[config.mk]
export PLATFORM = sky130hd
export DESIGN_NAME = word_uart_sender
export DESIGN_NICKNAME = d
export VERILOG_FILES = /design/src/rtl/word_uart_sender.sv
export SDC_FILE = /design/constraint.sdc
export NUM_CORES = 1
export LEC_CHECK = 0
export ABC_CLOCK_PERIOD_IN_PS = 2200
export CORE_MARGIN = 4
export CORE_UTILIZATION = 48
export CTS_BUF_LIST = sky130_fd_sc_hd__clkbuf_16
export DETAILED_ROUTE_END_ITERATION = 10
export DONT_BUFFER_PORTS = 1
export SYNTH_ARGS = -nofsm -noshare
export SYNTH_HDL_FRONTEND = slang
export SYNTH_SLANG_ARGS = --single-unit
[constraint.sdc]
create_clock -name clk -period 2.2 [get_ports clk]
set_input_delay 0.22 -clock clk [delete_from_list [all_inputs] [get_ports clk]]
set_output_delay 0.22 -clock clk [all_outputs]
set_load 0.02 [all_outputs]
[src/rtl/word_uart_sender.sv]
// Streams MEM_SIZE 32-bit words from a synchronous-read memory to a byte UART, LSB first.
// Optional trailing 32-bit sum word when WORD_CHECKSUM_EN is defined.
module word_uart_sender #(
   parameter int MEM_SIZE = 64,
   parameter int ADDR_W   = 16
) (
   input  logic              clk,
   input  logic              rst_n,
   input  logic              start,
   output logic [ADDR_W-1:0] mem_addr,
   output logic              mem_rd_en,
   input  logic [31:0]       mem_rdata,
   output logic              tx_dv,
   output logic [7:0]        tx_byte,
   input  logic              tx_active,
   input  logic              tx_done,
   output logic              busy,
   output logic              send_done
);

   typedef enum logic [2:0] {
      IDLE, READ, WAIT, LOAD, SEND, WAIT_DONE, NEXT, DONE
   } state_e;

   localparam logic [ADDR_W-1:0] LAST_ADDR = ADDR_W'(MEM_SIZE - 1);

   state_e            state_q, state_d;
   logic [ADDR_W-1:0] addr_q, addr_d;
   logic [31:0]       word_q, word_d;
   logic [1:0]        idx_q, idx_d;
   logic              dv_q, dv_d;
   logic [7:0]        byte_q, byte_d;
   logic              busy_q, busy_d;
   logic              done_q, done_d;
`ifdef WORD_CHECKSUM_EN
   logic [31:0]       sum_q, sum_d;
   logic              csum_q, csum_d;
`endif

   always_ff @(posedge clk or negedge rst_n) begin
      if (!rst_n) begin
         state_q <= IDLE;
         addr_q  <= '0;
         word_q  <= '0;
         idx_q   <= '0;
         dv_q    <= 1'b0;
         byte_q  <= '0;
         busy_q  <= 1'b0;
         done_q  <= 1'b0;
`ifdef WORD_CHECKSUM_EN
         sum_q   <= '0;
         csum_q  <= 1'b0;
`endif
      end else begin
         state_q <= state_d;
         addr_q  <= addr_d;
         word_q  <= word_d;
         idx_q   <= idx_d;
         dv_q    <= dv_d;
         byte_q  <= byte_d;
         busy_q  <= busy_d;
         done_q  <= done_d;
`ifdef WORD_CHECKSUM_EN
         sum_q   <= sum_d;
         csum_q  <= csum_d;
`endif
      end
   end

   always_comb begin
      state_d = state_q;
      addr_d  = addr_q;
      word_d  = word_q;
      idx_d   = idx_q;
      dv_d    = 1'b0;
      byte_d  = byte_q;
      busy_d  = busy_q;
      done_d  = done_q;
`ifdef WORD_CHECKSUM_EN
      sum_d   = sum_q;
      csum_d  = csum_q;
`endif
      unique case (state_q)
         IDLE: begin
            if (start && !tx_active) begin
               state_d = READ;
               addr_d  = '0;
               done_d  = 1'b0;
               busy_d  = 1'b1;
`ifdef WORD_CHECKSUM_EN
               sum_d   = '0;
               csum_d  = 1'b0;
`endif
            end
         end
         READ: state_d = WAIT;
         WAIT: state_d = LOAD;
         LOAD: begin
            idx_d   = '0;
            state_d = SEND;
`ifdef WORD_CHECKSUM_EN
            if (csum_q) begin
               word_d = sum_q;
            end else begin
               word_d = mem_rdata;
               sum_d  = sum_q + mem_rdata;
            end
`else
            word_d  = mem_rdata;
`endif
         end
         // tx_byte only changes here, so it stays put until the UART reports completion
         SEND: begin
            if (!tx_active) begin
               dv_d    = 1'b1;
               byte_d  = word_q[{idx_q, 3'b000} +: 8];
               state_d = WAIT_DONE;
            end
         end
         WAIT_DONE: begin
            if (tx_done) begin
               if (idx_q == 2'd3) begin
                  state_d = NEXT;
               end else begin
                  idx_d   = idx_q + 2'd1;
                  state_d = SEND;
               end
            end
         end
         NEXT: begin
            if (addr_q < LAST_ADDR) begin
               addr_d  = addr_q + 1'b1;
               state_d = READ;
            end else begin
`ifdef WORD_CHECKSUM_EN
               if (!csum_q) begin
                  csum_d  = 1'b1;
                  state_d = LOAD;
               end else begin
                  state_d = DONE;
               end
`else
               state_d = DONE;
`endif
            end
         end
         DONE: begin
            done_d  = 1'b1;
            busy_d  = 1'b0;
            state_d = IDLE;
         end
         default: state_d = IDLE;
      endcase
   end

   assign mem_addr  = addr_q;
   assign mem_rd_en = (state_q == READ);
   assign tx_dv     = dv_q;
   assign tx_byte   = byte_q;
   assign busy      = busy_q;
   assign send_done = done_q;

endmodule

=== Word-level counts from Yosys, hierarchy flattened ===
Index checks and enable logic that the tools add are counted.
Widths: inputs -> output; s select.

* Register bits: 64
* Input port bits: 37
* Output and inout bits: 28
* Logic and storage cells: 55

* Add/subtract/negate cells: 2
* Order comparisons: 1
* Equal/unequal tests: 13
* Shifts and indexed selects: 1
* Muxes and demuxes: 18
* Bitwise operators: 1
* Reductions and logical operators: 11

{| class="wikitable"
|+ Operators by type and width
! operator !! count
|-
| $mux 16 || 2
|-
| $pmux 16 s2 || 1
|-
| $shiftx 32x6->8 || 1
|-
| $pmux 3 s8 || 1
|-
| $add 16x1->16 const B || 1
|-
| $lt 16x6->1 const B || 1
|-
| $eq 3x3->1 const B || 4
|-
| $mux 3 || 4
|-
| $ne 2x2->1 const B || 5
|-
| $reduce_and 3->1 || 3
|-
| $eq 3x2->1 const B || 2
|-
| $mux 2 || 3
|-
| $reduce_bool 2->1 || 3
|-
| $mux 1 || 4
|-
| $pmux 1 s2 || 2
|-
| $pmux 2 s2 || 1
|-
| $reduce_and 2->1 || 2
|-
| $eq 3x1->1 const B || 1
|-
| $logic_not 3->1 || 1
|-
| $add 2x1->2 const B || 1
|-
| $eq 2x2->1 const B || 1
|-
| $logic_and 1x1->1 || 1
|-
| $logic_not 1->1 || 1
|-
| $not 1->1 || 1
|}

=== Logic depth before layout (Yosys ltp) ===
* Depth after elaboration: 4
* Gate-level depth with buffers: 5
* Depth with buffers taken out: 5

=== Worst setup path after synthesis ===
Ideal clock, no wire load.

* Path type: flip-flop to flip-flop
* From: reg addr_q[0], in the netlist mem_addr[0]
* To: reg addr_q[5], in the netlist mem_addr[5]
* Setup time: 77 ps
* Arrival time: 1605 ps
* Data required time: 2123 ps
* Path slack: 518 ps
* Cell stages (with the launch flop): 6
* Path buffers: 0
* Period minus slack after synthesis: 1682 ps
* Cells stage by stage: dfrtp_1 > ha_1 > nand3_1 > o211ai_2 > or4_1 > a21oi_1

* Longest elaborated chain between the ends: 3
* Elaborated cells on any way between the ends: 6
* Classes of those cells: add/sub (1); order compare (1); eq/ne (1); mux (2); reduce/logical (1)

{| class="wikitable"
|+ Ends and longest elaborated chain
! item !! line !! source
|-
| from (decl) || 28 || <nowiki>logic [ADDR_W-1:0] addr_q, addr_d;</nowiki>
|-
| from (signal assigned) || 56 || <nowiki>addr_q <= addr_d;</nowiki>
|-
| $add 16x1->16 or $lt 16x6->1 (tied branches) || 132, 131 ||
|-
| $mux 16 or $ne 2x2->1 (tied branches) || n/a ||
|-
| $pmux 16 s2 or $reduce_and 3->1 (tied branches) || n/a ||
|}

Several ways; a longest one is shown, not always the timed one. The select of a mux whose other input is x is not followed.
A chain may end at the register's enable or synchronous reset.

=== Worst setup path after layout ===
* From: reg addr_q[9], in the netlist mem_addr[9]
* To: reg addr_q[4], in the netlist mem_addr[4]

* Longest elaborated chain between the ends: 3

{| class="wikitable"
|+ Ends and longest elaborated chain
! item !! line !! source
|-
| $lt 16x6->1 || 131 || <nowiki>if (addr_q < LAST_ADDR) begin</nowiki>
|-
| $ne 2x2->1 (no source line) || n/a ||
|-
| $reduce_and 3->1 (no source line) || n/a ||
|}

No other way between the ends.

==> key figures <==
Outcome
  • Outcome: complete, no violations

Route
  • Routed length per instance: 19.1 um
  • Antenna viol nets, final: 0
  • Number of remaining DRC errors: 0
  • Via count: 1617
  • DR iter-0 viols: 76
  • TritonRoute pass-1 iters: 4
  • Final wirelength: 5320 um
  • Avg Vias per Cell: 5.80

Timing
  • Final Hold Viols: 0
  • Min cycle time layout: 1.90 ns
  • Setup TNS: 0 ns
  • Final setup vio count: 0
  • Maximum clock rate: 528 MHz
  • Final worst-path cycle share: 86.2%
  • RSZ-0062 raised after global routing: no
  • Layout Skew: 0.00320 ns
  • Max-Slew Margin vs Limit: 52.6%
  • Max-slew violation count: 0
  • Slew @ Worst Pin: 0.705 ns

Final layout
  • Multi-input logic area: 1080 um2
  • Filler cells: 477
  • Most frequent cells in the layout: 64 x dfrtp_1, 41 x mux2_2, 10 x and2_1
  • Seq. cell area: 1600 um2
  • Most common cell after layout, fill and taps aside: dfrtp_1
  • Ant diodes: 0
  • Nets@finish: 242
  • Area delta synth->final: 13.6%
  • Share of layout cells above drive strength 1: 33.8%
  • Post-route insts no fill: 279

Setup path
  • Crit-path max FO: 11
  • Crit path largest cell delay: 0.50 ns
  • CP max stage cell: or4_1
  • Type of destination of the critical path: flop
  • Startpoint types: flop
  • Kind of critical path: reg2reg
  • WP data arrival: 2.13 ns
  • Crit-path cells: nor4_1 > nand3_1 > or4_1 > a21oi_1
  • CP required: 2.44 ns

Pwr
  • Maximum vdd drop: 0.621 mV
  • Combinational share of power: 25.3%
  • Sequential Power Share: 48.2%
  • Int Power: 3.12 mW
  • Clk network pwr share: 26.5%
  • Sw Share: 31.1%
  • Sw power: 1.41 mW
  • Leakage: 1.35 nW
  • Power Density: 1450 nW/um2
  • Final total power: 4.53 mW

Floorplanning
  • Die Y: 83.7 um
  • Die area: 7010 um2
  • Ports: 65
  • Initial Util: 49.7%
  • Chip Width: 83.7 um
  • Rows: 27
  • Core area: 5540 um2

Logic synthesis
  • Synth Register Bits: 64
  • Post-synthesis mux area share: 24.1%
  • Simple-Gate Fraction of Synth Area: 9.23%
  • Largest family of logic cells by synthesized area: multiplexers
  • Syn Nets: 234
  • Netlist cell types: 38
  • Part of the Yosys area used for sequential elements: 58.2%
  • YS warnings: 0
  • Compound-gate portion of the synthesized area: 5.18%
  • Synth Area in Adders: 0.910%
  • Synth Instances: 195
  • Post-synthesis xor/xnor area fraction: 0%
  • Synthesized cell area: 2750 um2
  • Syn_area_per_cell: 14.1 um2

Clocking
  • Deepest clock path buffer count: 2
  • CTS resizes: 0
  • CTS tree: done
  • CTS clk-pin slew, worst paths: 0.05 ns
  • H-Tree Depth: 3
  • Root buffer cell: clkbuf_16
  • CTS Buf Count: 9
  • Worst-Skew Late Latency: 0.32 ns
  • Clock Sinks: 64

Global routing
  • Largest net degree at the start of global routing: 65
  • Global Route Usage Sum: 16.0%
  • Global route total overflow: 0
  • Met1 Track Usage GR: 19.6%
  • Vias in the first global route: 1769
  • Busiest grt layer: met2
  • Met2 usage: 24.9%
  • Initial antenna violation count: 0
  • First-pass GRT wire length: 8800 um
  • Met3 Use GR: 6.42%

Placement
  • Inst Count DP: 262
  • Gp weighted congestion: 0.766
  • Dpl hpwl: 3770 um
  • I/O Buffers: 0

Worst hold path
  • Hold Crit Class: in2reg

Job
  • Maxcap violations: 0
[critical path, delay by kind of cell (launching register included)]
kind / cells / cell delay, ns
AO/OA/AOI/OAI: 1 / 0.17
flip-flops: 1 / 0.47
AND/OR/NAND/NOR: 3 / 1.17
[state kept, by name, indices dropped and copies added (netlist names)]
signal,cells
state_q,3
busy,1
tx_byte,8
word_q,32
mem_addr,16
tx_dv,1
send_done,1
idx_q,2
[synthesized netlist by cell type]
master     count  share of area, %
nor3b_1        2              0.55
ha_1           2              0.91
dfrtp_1       64                58
o31ai_1        2              0.55
a22oi_1        1              0.27
nand2b_1       2              0.45
buf_6          1              0.41
or3_1          2              0.45
o21ai_0        3              0.55
buf_4          1              0.27
a22o_1         1              0.32
a21o_1         1              0.27
o22ai_1        2              0.45
o2bb2ai_1      1              0.32
a21oi_1        6               1.1
o41ai_1        1              0.32
or2_2          1              0.23
buf_2          5              0.91
and3b_1        1              0.32
inv_1          3              0.41
nand2_1        8               1.1
nor4_1         3              0.68
mux4_2         8               6.5
o211ai_2       1              0.45
nand2b_2       1              0.32
nand3_1        4              0.73
nor3_1         1              0.18
and2_1        10               2.3
clkbuf_1       2              0.27
and3_1         1              0.23
o221ai_1       1              0.32
o211ai_1       1              0.27
or4_1          3              0.82
nor2_1         4              0.55
mux2i_1        2              0.73
nor3_2         1              0.36
mux2_2        41                17
buf_1          1              0.14
[final timing paths]
check / start / end / slack, ns / cells after the start
worst max-delay path: mem_addr[9] / mem_addr[4] / 0.30 / 4
worst min-delay path: mem_rdata[0] / word_q[0] / 0.05 / 1
worst max register to register: mem_addr[9] / mem_addr[4] / 0.30 / 4
worst min register to register: word_q[29] / word_q[29] / 0.50 / 1
max in group asynchronous: rst_n / mem_addr[10] / 1.50 / 2
min in group asynchronous: rst_n / mem_addr[0] / 0.43 / 2
[power groups by stage]
| stage | Sequential [mW] | Clock (mW) | Combinational [mW] |
|---|---|---|---|
| floorplan | 2.01 | 0 | 1.05 |
| finish | 2.18 | 1.20 | 1.15 |
| global placement | 2.17 | 0 | 1.08 |
| CTS | 2.19 | 1.22 | 1.17 |
| detailed placement | 2.21 | 0 | 1.13 |
| global route | 2.25 | 1.29 | 1.27 |
[final cells by class]
type	instances	area share (%)
flip-flops and latches	64	51.2
multi-input cells	118	34.7
clock buffers	9	7.20
well taps	72	2.88
repair buffers	7	2.80
clock inverters	6	0.880
inverters	3	0.360
[through the flow]
| stage | area, um2 | worst slack, ns | hold slack [ns] | util [%] |
|---|---|---|---|---|
| 3_3_place_gp | 2840 | 0.428 | -0.0735 | 51.2 |
| 5_1_grt | 3130 | 0.200 | 0.0416 | 56.4 |
| 6_report | 3130 | 0.305 | 0.0496 | 56.4 |
| 4_1_cts | 3130 | 0.338 | 0.0433 | 56.4 |
| 3_5_place_dp | 2840 | 0.355 | -0.0733 | 51.2 |
| 2_1_floorplan | 2750 | 0.518 | -0.0756 | - |
[logic make-up (layout without fill, tap and decap cells)]
| family | after synthesis | count (layout) |
|---|---|---|
| AO/OA/AOI/OAI | 21 | 21 |
| adder cells (fa/ha/maj) | 2 | 2 |
| multiplexers | 51 | 51 |
| buffers and inverters | 13 | 25 |
| AND/OR/NAND/NOR | 44 | 44 |
| flip-flops | 64 | 64 |
[timing repair]
action                                 CTS  global route
setup buffers                            0             0
endpoints found under the hold margin   64             0
hold buffers                             2             0
[metal layers]
| metal | routed length (um) | vias up | share of wire [%] |
|---|---|---|---|
| met4 | 68 | 0 | 1.3 |
| li1 | - | 732 | - |
| met3 | 341 | 7 | 6.4 |
| met1 | 2230 | 833 | 42 |
| met5 | 0 | - | 0 |
| met2 | 2680 | 45 | 50 |
No activity file was read; power rests on OpenSTA's default activity.
